`src/rtl/unit_pkt_serializer.sv`:
```
// Serialises one packet descriptor into the byte stream of a sha512unit; data packets go to one unit
// (round-robin), init packets to all. Optional statistics ports are enabled by UNIT_PKT_STATS_EN.
module unit_pkt_serializer #(
    parameter int N_UNITS     = 4,
    parameter int KEY_MAX_LEN = 64,
    parameter int GAP_CYCLES  = 4
) (
    input  logic                     CLK,
    input  logic                     RST,
    input  logic                     desc_valid,
    output logic                     desc_ready,
    input  logic                     desc_init,
    input  logic [4:0]               desc_init_data,
    input  logic [31:0]              desc_cnt,
    input  logic [7:0]               desc_salt_len,
    input  logic [127:0]             desc_salt,
    input  logic [63:0]              desc_ids,
    input  logic [7:0]               desc_key_len,
    input  logic [KEY_MAX_LEN*8-1:0] desc_key,
    output logic [8*N_UNITS-1:0]     unit_in,
    output logic [N_UNITS-1:0]       unit_in_ctrl,
    output logic [N_UNITS-1:0]       unit_in_wr_en,
    input  logic [N_UNITS-1:0]       unit_in_afull,
    input  logic [N_UNITS-1:0]       unit_in_ready,
    output logic                     len_err
`ifdef UNIT_PKT_STATS_EN
    ,
    output logic [31:0]              pkt_count,
    output logic [31:0]              stall_count
`endif
);

    localparam int UW = (N_UNITS > 1) ? $clog2(N_UNITS) : 1;
    localparam int KW = (KEY_MAX_LEN > 1) ? $clog2(KEY_MAX_LEN) : 1;

    typedef enum logic [2:0] {
        S_IDLE, S_SELECT, S_HDR, S_BODY, S_TRAILER, S_GAP, S_INIT
    } state_t;

    state_t          state_q, state_d;
    logic [UW-1:0]   rr_q, rr_d;
    logic [UW-1:0]   sel_q, sel_d;
    logic [6:0]      byte_q, byte_d;
    logic [7:0]      gap_q, gap_d;
    logic            desc_ready_q, desc_ready_d;
    logic            len_err_q, len_err_d;

    logic [31:0]     cnt_q;
    logic [7:0]      salt_len_q;
    logic [7:0]      salt_q [16];
    logic [63:0]     ids_q;
    logic [7:0]      key_len_q;
    logic [7:0]      key_q [KEY_MAX_LEN];
    logic [4:0]      init_data_q;

    logic [7:0]      salt_b [16];
    logic [7:0]      key_b [KEY_MAX_LEN];
    logic            accept, salt_clamp, key_clamp;
    logic            emit, emit_all, emit_ctrl, clear;
    logic [7:0]      emit_byte, body_byte;
    logic [6:0]      salt_off, key_off, body_last;
    logic [7:0]      key_ceil4;
    logic            afull_sel;
    logic            found;
    logic [UW-1:0]   cand;

    generate
        for (genvar gi = 0; gi < 16; gi++) begin : g_salt_b
            assign salt_b[gi] = desc_salt[gi*8 +: 8];
        end
        for (genvar gi = 0; gi < KEY_MAX_LEN; gi++) begin : g_key_b
            assign key_b[gi] = desc_key[gi*8 +: 8];
        end
    endgenerate

    assign salt_clamp = (desc_salt_len > 8'd16);
    assign key_clamp  = (desc_key_len > 8'(KEY_MAX_LEN));
    assign afull_sel  = unit_in_afull[sel_q];
    assign key_ceil4  = (key_len_q + 8'd3) & 8'hFC;
    // Body = 40 fixed bytes followed by the key padded to a 4-byte multiple.
    assign body_last  = 7'd39 + key_ceil4[6:0];

    always_ff @(posedge CLK) begin
        if (accept) begin
            cnt_q       <= desc_cnt;
            salt_len_q  <= salt_clamp ? 8'd16 : desc_salt_len;
            salt_q      <= salt_b;
            ids_q       <= desc_ids;
            key_len_q   <= key_clamp ? 8'(KEY_MAX_LEN) : desc_key_len;
            key_q       <= key_b;
            init_data_q <= desc_init_data;
        end
    end

    always_comb begin
        salt_off  = byte_q - 7'd8;
        key_off   = byte_q - 7'd40;
        body_byte = 8'h00;
        if (byte_q < 7'd4) begin
            body_byte = cnt_q[{byte_q[1:0], 3'b000} +: 8];
        end else if (byte_q == 7'd4) begin
            body_byte = salt_len_q;
        end else if (byte_q >= 7'd8 && byte_q < 7'd24) begin
            if ({1'b0, salt_off} < salt_len_q) body_byte = salt_q[salt_off[3:0]];
        end else if (byte_q >= 7'd24 && byte_q < 7'd32) begin
            body_byte = ids_q[{byte_q[2:0], 3'b000} +: 8];
        end else if (byte_q == 7'd32) begin
            body_byte = key_len_q;
        end else if (byte_q >= 7'd40) begin
            if ({1'b0, key_off} < key_len_q) body_byte = key_q[key_off[KW-1:0]];
        end
    end

    always_comb begin
        state_d      = state_q;
        rr_d         = rr_q;
        sel_d        = sel_q;
        byte_d       = byte_q;
        gap_d        = gap_q;
        desc_ready_d = 1'b0;
        len_err_d    = 1'b0;
        accept       = 1'b0;
        emit         = 1'b0;
        emit_all     = 1'b0;
        emit_ctrl    = 1'b0;
        emit_byte    = 8'h00;
        clear        = 1'b0;
        found        = 1'b0;
        cand         = '0;
        case (state_q)
            S_IDLE: begin
                clear        = 1'b1;
                desc_ready_d = 1'b1;
                if (desc_valid && desc_ready_q) begin
                    accept       = 1'b1;
                    desc_ready_d = 1'b0;
                    len_err_d    = salt_clamp || key_clamp;
                    state_d      = desc_init ? S_INIT : S_SELECT;
                end
            end
            S_SELECT: begin
                clear = 1'b1;
                for (int i = 0; i < N_UNITS; i++) begin
                    cand = UW'((int'(rr_q) + 1 + i) % N_UNITS);
                    if (!found && unit_in_ready[cand]) begin
                        found   = 1'b1;
                        sel_d   = cand;
                        rr_d    = cand;
                        byte_d  = '0;
                        state_d = S_HDR;
                    end
                end
            end
            S_HDR: begin
                if (!afull_sel) begin
                    emit      = 1'b1;
                    emit_ctrl = 1'b1;
                    state_d   = S_BODY;
                end
            end
            S_BODY: begin
                if (!afull_sel) begin
                    emit      = 1'b1;
                    emit_byte = body_byte;
                    if (byte_q == body_last) state_d = S_TRAILER;
                    else byte_d = byte_q + 7'd1;
                end
            end
            S_TRAILER: begin
                if (!afull_sel) begin
                    emit      = 1'b1;
                    emit_ctrl = 1'b1;
                    gap_d     = '0;
                    state_d   = S_GAP;
                end
            end
            S_GAP: begin
                clear = 1'b1;
                if (gap_q == 8'(GAP_CYCLES - 1)) begin
                    state_d      = S_IDLE;
                    desc_ready_d = 1'b1;
                end else begin
                    gap_d = gap_q + 8'd1;
                end
            end
            S_INIT: begin
                if ((&unit_in_ready) && !(|unit_in_afull)) begin
                    emit_all  = 1'b1;
                    emit_ctrl = 1'b1;
                    emit_byte = {init_data_q, 3'b001};
                    gap_d     = '0;
                    state_d   = S_GAP;
                end else begin
                    clear = 1'b1;
                end
            end
            default: state_d = S_IDLE;
        endcase
    end

    always_ff @(posedge CLK) begin
        if (RST) begin
            state_q      <= S_IDLE;
            rr_q         <= '0;
            sel_q        <= '0;
            byte_q       <= '0;
            gap_q        <= '0;
            desc_ready_q <= 1'b0;
            len_err_q    <= 1'b0;
        end else begin
            state_q      <= state_d;
            rr_q         <= rr_d;
            sel_q        <= sel_d;
            byte_q       <= byte_d;
            gap_q        <= gap_d;
            desc_ready_q <= desc_ready_d;
            len_err_q    <= len_err_d;
        end
    end

    // A stalled lane keeps its data/ctrl and only drops wr_en; idle lanes are forced to zero.
    generate
        for (genvar gi = 0; gi < N_UNITS; gi++) begin : g_lane
            logic [7:0] data_q;
            logic       ctrl_q;
            logic       wr_q;
            logic       hit;
            assign hit = emit_all || (emit && (sel_q == UW'(gi)));
            always_ff @(posedge CLK) begin
                if (RST) begin
                    data_q <= 8'h00;
                    ctrl_q <= 1'b0;
                    wr_q   <= 1'b0;
                end else if (hit) begin
                    data_q <= emit_byte;
                    ctrl_q <= emit_ctrl;
                    wr_q   <= 1'b1;
                end else if (clear) begin
                    data_q <= 8'h00;
                    ctrl_q <= 1'b0;
                    wr_q   <= 1'b0;
                end else begin
                    wr_q   <= 1'b0;
                end
            end
            assign unit_in[gi*8 +: 8] = data_q;
            assign unit_in_ctrl[gi]   = ctrl_q;
            assign unit_in_wr_en[gi]  = wr_q;
        end
    endgenerate

    assign desc_ready = desc_ready_q;
    assign len_err    = len_err_q;

`ifdef UNIT_PKT_STATS_EN
    logic [31:0] pkt_count_q, stall_count_q;
    logic        pkt_ev, stall_ev;

    assign pkt_ev   = emit_all || (emit && state_q == S_TRAILER);
    assign stall_ev = (afull_sel && (state_q == S_HDR || state_q == S_BODY || state_q == S_TRAILER))
                   || (state_q == S_INIT && (&unit_in_ready) && (|unit_in_afull));

    always_ff @(posedge CLK) begin
        if (RST) begin
            pkt_count_q   <= '0;
            stall_count_q <= '0;
        end else begin
            if (pkt_ev && pkt_count_q != '1)     pkt_count_q   <= pkt_count_q + 32'd1;
            if (stall_ev && stall_count_q != '1) stall_count_q <= stall_count_q + 32'd1;
        end
    end

    assign pkt_count   = pkt_count_q;
    assign stall_count = stall_count_q;
`endif

endmodule

```
`config.mk`:
```
export PLATFORM = sky130hd
export DESIGN_NAME = unit_pkt_serializer
export DESIGN_NICKNAME = d
export VERILOG_FILES = /design/src/rtl/unit_pkt_serializer.sv
export SDC_FILE = /design/constraint.sdc
export NUM_CORES = 1
export LEC_CHECK = 0
export ABC_AREA = 1
export CELL_PAD_IN_SITES_DETAIL_PLACEMENT = 1
export CELL_PAD_IN_SITES_GLOBAL_PLACEMENT = 1
export CORE_UTILIZATION = 35
export CTS_CLUSTER_DIAMETER = 150
export DETAILED_ROUTE_END_ITERATION = 12
export HOLD_SLACK_MARGIN = 0.1
export PLACE_DENSITY_LB_ADDON = 0.08
export RECOVER_POWER = 50
export SYNTH_ARGS = -nofsm -noshare
export SYNTH_HDL_FRONTEND = slang
export SYNTH_SLANG_ARGS = --single-unit
```
`constraint.sdc`:
```
create_clock -name CLK -period 40.2 [get_ports CLK]
set_clock_uncertainty 0.15 [all_clocks]
set_input_delay 4.02 -clock CLK [delete_from_list [all_inputs] [get_ports CLK]]
set_output_delay 4.02 -clock CLK [all_outputs]
set_load 0.02 [all_outputs]
```
Yosys cells after proc, flatten, opt, wreduce, memory -nomap -nowiden. Cells that the tools add are included.

Reductions and logical operators: 39. Add/subtract/negate cells: 10. Eq/ne operators: 23. Bitwise operators: 4. Muxes and demuxes: 87. Shift operators: 2. Order comparisons: 17.

Operator list (count): $mux 8 (22); $shiftx 64x7->8 (1); $bmux 8 s6 (1); $mux 7 (6); $mux 3 (12); $bmux 8 s4 (1); $shiftx 32x6->8 (1); $mux 1 (29); $pmux 8 s3 (1); $pmux 3 s7 (1); $ne 2x2->1 const B (9); $lt 7x8->1 (2); $pmux 8 s2 (1); $lt 2x3->1 const B (5); $pmux 7 s2 (1); $reduce_and 4->1 (3); $logic_and 1x1->1 (11); $bmux 1 s2 (5); $reduce_bool 2->1 (5); $eq 3x3->1 const B (3); $reduce_or 3->1 (3); $add 8x1->8 const B (1); $eq 8x2->1 const B (1); $gt 8x5->1 const B (1); 39 further kinds (56).

Output and inout port bits: 42. Bits in registers: 819. Word-level logic and storage cells: 285. Bits of input ports: 769.

Logic depth before layout (Yosys ltp).
Depth after elaboration: 17. Mapped depth: 22. Depth with buffers taken out: 20.

Worst setup path before layout. Ideal clock, no wire load.

Path type: in2reg. From: input port desc_valid. To: register len_err_q, in the netlist len_err. Stages on the path: 4. Data required time: 39.881 ns. Buffers on the path: 0. Arrival: 38.431 ns. Slack: 1.450 ns. Cell sequence: nand2_1 -> nor2_1 -> o21ai_0 -> nor2_1.

Word-level cells in the longest chain between the ends: 3.

Ends and longest elaborated chain: start, declared (line 10) `input logic desc_valid,`; $logic_and 1x1->1 (line 134) `if (desc_valid && desc_ready_q) begin`; $not 1->1 (no source line); $reduce_or 3->1 (no source line); end signal, assigned (line 217) `len_err_q <= len_err_d;`; end, declared (line 46) `logic len_err_q, len_err_d;`.

No other way between the ends. A chain may end at the register's enable or synchronous reset.

Worst setup path in the final report.
From: input port desc_valid. To: register key_q[104] (netlist name), enable pin.

Word-level cells in the longest chain between the ends: 3.

Ends and longest elaborated chain: $logic_and 1x1->1 (line 134); $mux 1 (line 134); $mux 1 (line 130) `case (state_q)`; via accept (line 58) `logic accept, salt_clamp, key_clamp;`; end signal, assigned (line 90) `key_q <= key_b;`; end, declared (line 53) `logic [7:0] key_q [KEY_MAX_LEN];`.

The timed path passes the listed nets, and every way through them passes these cells.

==> results.py <==
metrics = {
    "run_status": {
        "status": "finished, violations left",
        "violations": "capacitance limit, slew limit",
    },
    "place": {
        "place_hpwl_um": 93900,
        "io_buffers": 810,
        "gp_congestion": 0.8828,
        "placed_area_mm2": 0.04297,
    },
    "logic_synthesis": {
        "syn_inst": 2954,
        "synth_compound_area_frac": 0.06837,
        "ys_ff_latch": 819,
        "synth-main-ff-cell": "edfxtp_1",
        "yosysTopAreaCellShare": 0.6693,
        "ys_seq_area_frac": 0.7058,
        "synth_mux_area_frac": 0,
        "syn_area_per_cell_um2": 11.50,
        "synth_area_leaders": "edfxtp_1 67%, nand2_1 10%, dfxtp_1 3.7%",
        "synth_edf_count": 757,
        "yosysTopAreaCell": "edfxtp_1",
        "syn-cell-area_mm2": 0.03397,
        "ys_types": 52,
        "synthAdderAreaFrac": 0.008841,
        "synth_xor_area_frac": 0.005710,
        "synth_top_family_by_area": "simple AND/OR/NAND/NOR gates",
        "ys_warn_count": 0,
        "ys_async_sr_fraction": 0,
        "yosys.area_share.simple": 0.1710,
    },
    "clock_network": {
        "cts_setup_buffers": 0,
        "cts_tree": "done",
        "cts_max_level": 3,
        "cts_root_buffer": "clkbuf_16",
        "cts.repair.resized": 0,
        "cts_buffers": 94,
        "clk_pin_slew_worst_paths_ps": 60,
        "postCtsHoldBufs": 0,
        "cts_sinks": 819,
        "clk_latency_ps": 680,
        "clockBufferDepth": 3,
    },
    "global_route": {
        "antenna_found_initial": 134,
        "grt_pass1_vias": 27360,
        "grt_pass1_wl_um": 184800,
        "grt_util_all_layers": 0.2591,
        "gr-total-overflow": 0,
        "grt_max_degree": 184,
    },
    "critical_path": {
        "crit_arrival_ps": 9280,
        "worstPathMaxFanout": 91,
        "path_class": "input pin to flop",
        "cpMaxStageDelayCell": "nor2_1",
        "cp_top_family": "buffers and inverters",
        "ff2ff_path_depth": 8,
        "required_ps": 40370,
        "critPathMostFrequentCell": "buf_4",
        "worstPathCellList": "dlygate4sd3_1 > nand2_1 > nor2_1 > buf_4 > buf_4 > buf_4",
        "startpoint_type": "input pin",
        "cpPeakStageDelay_ps": 2150,
        "crit_buf_inv": 4,
        "cp-end-kind": "flop",
        "crit_cells": 6,
        "reg2reg_setup_slack_ps": 34040,
    },
    "sta": {
        "period_share": 0.2268,
        "max_slew_margin": -0.9562,
        "tns_ps": 0,
        "worst_pin_slew_ps": 2923,
        "rsz0062_at_grt": "no",
        "fmax_mhz": 109.7,
        "fin_crit_ps": 9118,
        "drv_slew": 37,
        "final_hold_viol_count": 0,
        "setup_violations": 0,
    },
    "routing": {
        "wl_met3_um": 8066,
        "dr_wl_met2_um": 64660,
        "vias": 26120,
        "drc": 0,
        "drt_first_pass_iters": 5,
        "drt_iter0_drc": 1945,
        "wirelength_um": 129900,
        "antenna_left": 0,
        "drt-met1-wl_um": 52140,
        "wl_per_cell_um": 25.27,
        "top_layer": "met5",
        "viasPerCell": 5.081,
    },
    "cells_and_area": {
        "seqCellArea_mm2": 0.02398,
        "fin_nets": 4522,
        "drive_gt1_frac": 0.04809,
        "multi_input_area_mm2": 0.008637,
        "area_growth_pct": 35.86,
        "num-fill-cells": 10180,
        "final_cell_area_mm2": 0.04614,
    },
    "power": {
        "intPower_w": 0.001643,
        "power-per-cell-area_mw_per_mm2": 47.60,
        "p_clk_frac": 0.385,
        "seqPwrFrac": 0.492,
        "switchingPower_w": 0.0005534,
        "ir_drop_v": 0.00003181,
        "p_sw_frac": 0.2520,
        "combPwrFrac": 0.123,
        "p_leak_nw": 16.96,
    },
    "die": {
        "dieHeight_um": 313.5,
        "ios": 811,
        "design.core.area_mm2": 0.09558,
        "start_util": 0.3554,
        "dieWidth_um": 313.5,
        "die_area_mm2": 0.09829,
        "std_cell_rows": 113,
    },
    "worst_hold_path": {
        "holdPathStages": 2,
        "hp-class": "flop to flop",
    },
    "flow_run": {
        "drv_cap": 1,
    },
}
==> cell type report <==
| cell class | count | area share |
|---|---|---|
| Sequential cell | 819 | 0.5197 |
| Multi-Input combinational cell | 1872 | 0.1872 |
| Timing Repair Buffer | 837 | 0.1806 |
| Clock buffer | 126 | 0.05616 |
| Tap cell | 1265 | 0.03430 |
| Clock inverter | 46 | 0.009328 |
| Inverter | 105 | 0.008867 |
| Antenna cell | 71 | 0.003850 |
==> per-stage QoR <==
stage	hold slack, ps	instances	power, W	worst slack [ps]	util
after global routing	340.1	5107	0.002277	30590	0.4819
after detailed placement	308.1	4898	0.001385	31840	0.4496
final	314.8	5141	0.002196	31080	0.4828
after global placement	306.8	4898	0.001370	31970	0.4496
after CTS	317.4	5070	0.002232	32590	0.4812
after floorplan	279.5	2957	0.001393	1450	-
==> per-layer routing <==
layer	GRT usage	vias to the layer above
met5	0	-
met4	0.08880	24
met3	0.05707	308
met2	0.4524	946
met1	0.3151	12880
li1	-	11970
==> power groups by stage <==
stage	Sequential, W	Clock (W)	Combinational (W)
after floorplan	0.00125	0	0.000142
after global placement	0.00110	0	0.000275
after detailed placement	0.00110	0	0.000286
after CTS	0.00108	0.000863	0.000288
after global routing	0.00109	0.000892	0.000296
final	0.00108	0.000846	0.000269
==> state kept, by name, summed over array words and instances, names as in the netlist <==
| register | count |
|---|---|
| byte_q | 7 |
| len_err | 1 |
| state_q | 3 |
| g_lane.wr_q | 4 |
| key_q | 512 |
| gap_q | 8 |
| sel_q | 2 |
| desc_ready | 1 |
| ids_q | 64 |
| key_len_q | 8 |
| g_lane.data_q | 32 |
| init_data_q | 5 |
| cnt_q | 32 |
| g_lane.ctrl_q | 4 |
| salt_q | 128 |
| salt_len_q | 8 |
==> cell usage in the layout, fill, tap and decap left out, types with 23 or more instances in the layout <==
| master | synthesis | layout |
|---|---|---|
| clkbuf_16 | 0 | 98 |
| diode_2 | 0 | 71 |
| inv_1 | 97 | 95 |
| nor2_1 | 216 | 216 |
| edfxtp_1 | 757 | 757 |
| a21oi_1 | 186 | 186 |
| clkdlybuf4s50_1 | 0 | 57 |
| buf_4 | 58 | 25 |
| nand2_1 | 910 | 910 |
| dfxtp_1 | 62 | 60 |
| ha_1 | 24 | 23 |
| o21ai_0 | 109 | 110 |
| clkbuf_1 | 21 | 24 |
| nand3_1 | 242 | 242 |
| dlygate4sd3_1 | 0 | 753 |
==> final timing paths <==
kind / startpoint / to
max: desc_valid / key_q[104]
min: g_lane[3].data_q[0] / g_lane[3].data_q[0]
max reg2reg: state_q[0] / key_q[104]
min reg2reg: g_lane[3].data_q[0] / g_lane[3].data_q[0]
==> worst register-to-register path, stage by stage (launching register included) <==
cell and delay [ps]:
dfxtp_1 360, nor2_1 170, inv_1 100, nor2_1 280, inv_1 130, nor2_1 2150
buf_4 820, buf_4 1020, buf_4 630
==> synth_stat cells, drive strengths merged, types with 5 or more instances <==
cell type,instances
a22o,16
edfxtp,757
buf,139
a22oi,12
nor2,219
xnor2,5
clkbuf,22
a32o,16
nor3,16
inv,102
xor2,15
a21oi,187
nand3,242
a221oi,8
o21ai,120
ha,24
o221ai,10
a31oi,10
dfxtp,62
or2,5
nand4,22
nand2,912
==> cell families (layout without fill, tap and decap cells) <==
| family | count (synthesis) | count (layout) |
|---|---|---|
| xor+xnor | 20 | 20 |
| compound gates | 398 | 398 |
| other cells | 1 | 75 |
| simple gates | 1426 | 1426 |
| buf+inv | 266 | 1114 |
| fa+ha+maj | 24 | 24 |
| flops | 819 | 819 |
Power figures use the tool's default switching activity.
==> RTL change: new RTL, same flow settings <==
The option `UNIT_PKT_STATS_EN` is turned on by a define.
--- a/src/rtl/unit_pkt_serializer.sv
+++ b/src/rtl/unit_pkt_serializer.sv
@@ -1,5 +1,7 @@
 // Serialises one packet descriptor into the byte stream of a sha512unit; data packets go to one unit
 // (round-robin), init packets to all. Optional statistics ports are enabled by UNIT_PKT_STATS_EN.
+`define UNIT_PKT_STATS_EN
+
 module unit_pkt_serializer #(
     parameter int N_UNITS     = 4,
     parameter int KEY_MAX_LEN = 64,
Function (old outputs only; new: pkt_count and stall_count): no difference found for any inputs over 4 cycles, from zero or initial values and one cycle with RST high; that may be too few to reach the edited logic, so the function may still have changed.
==> RTL change against the original RTL <==
  * The flow still finishes with violations (max-capacitance violations, max-slew violations)
  * Worst setup slack improved by 0.16 ns
  * Wire length up 12%
  * Utilization fell by 0.71 points
  * Sequential cell count increased by 64
  * Area after synthesis rose by 11%
  * Design area rose by 10%
  * Total power up 3.1%
  * Critical path depth is the same
  * Critical endpoint is now key_q[434]$_DFFE_PP_
==> RTL change: results (changes against the original RTL) <==
| Metric | Value |
|---|---|
| First-pass GRT wire length | 203.8 mm (+10%) |
| Outcome | complete, but fails checks |
| Max-cap violations | 3 (+2) |
| Met3 Track Usage GR | 4.654% (-1.1 points) |
| Combinational Power Share | 11.4% (-0.9 points) |
| FF-to-FF End | key_q[434]$_DFFE_PP_ |
| Failing checks | max-capacitance violations, max-slew violations |
| Vias | 29,989 (+15%) |
| Yosys cell types | 62 (+19%) |
| Inverter count | 165 (+57%) |
| Placer congestion estimate | 0.8759 (-0.78%) |
| Number of non-clock buffers | 902 (+7.8%) |
| Hpwl dp | 105.6 mm (+13%) |
| Multi-input gate area | 10,790 um2 (+25%) |
| Max Slew Vio Count | 123 (+230%) |
| CP max stage delay | 1.45 ns (-0.70 ns) |
| Gr usage total | 25.94% (+0.028 points) |
| Cells after Synth | 3,507 (+19%) |
| Arr. time, crit path | 9.10 ns (-0.18 ns) |
| Fraction of layout cells with a size suffix above 1 | 5.495% (+0.69 points) |
| Worst slack, placed | 31.58 ns (-0.2572 ns) |
| Filler instances | 11,608 (+14%) |
| FFs & Latches | 883 (+7.8%) |
| # clk buffers | 137 (+8.7%) |
| Hold Startpoint | g_lane[2].data_q[2]$_SDFFE_PP0P_ |
| # port buffers | 874 (+7.9%) |
| Initial DRC Count | 2,034 (+4.6%) |
| Met1 Resource Use GR | 32.32% (+0.81 points) |
| Sequential share of the synthesized area | 66.98% (-3.6 points) |
| P_sw | 0.5619 mW (+1.5%) |
| Initial antenna violation count | 179 (+34%) |
| Clock Power Share | 39.8% (+1.3 points) |
RTL change: per-stage QoR:
step | hold WS [ns] | area, um2
global route | 0.3270 | 50790
CTS | 0.3073 | 50700
detailed placement | 0.2971 | 47480
floorplan | 0.2724 | 37720
global placement | 0.2877 | 47480
finish | 0.3008 | 50850
RTL change: how the worst max path moves through the flow:
stage / to / cells after the start
after CTS: salt_q[77]$_DFFE_PP_ / 6
after global routing: key_q[167]$_DFFE_PP_ / 6
after floorplan: len_err$_SDFF_PP0_ / 4
after global placement: key_q[260]$_DFFE_PP_ / 6
after detailed placement: key_q[161]$_DFFE_PP_ / 6
final: key_q[434]$_DFFE_PP_ / 6
RTL change: logic make-up after synthesis:
kind of cell	synth area share, %
AO/OA/AOI/OAI	7.164
other	0.009946
adder cells (fa/ha/maj)	0.8628
flip-flops	66.98
buffers and inverters	4.463
XOR/XNOR	1.155
AND/OR/NAND/NOR	19.37
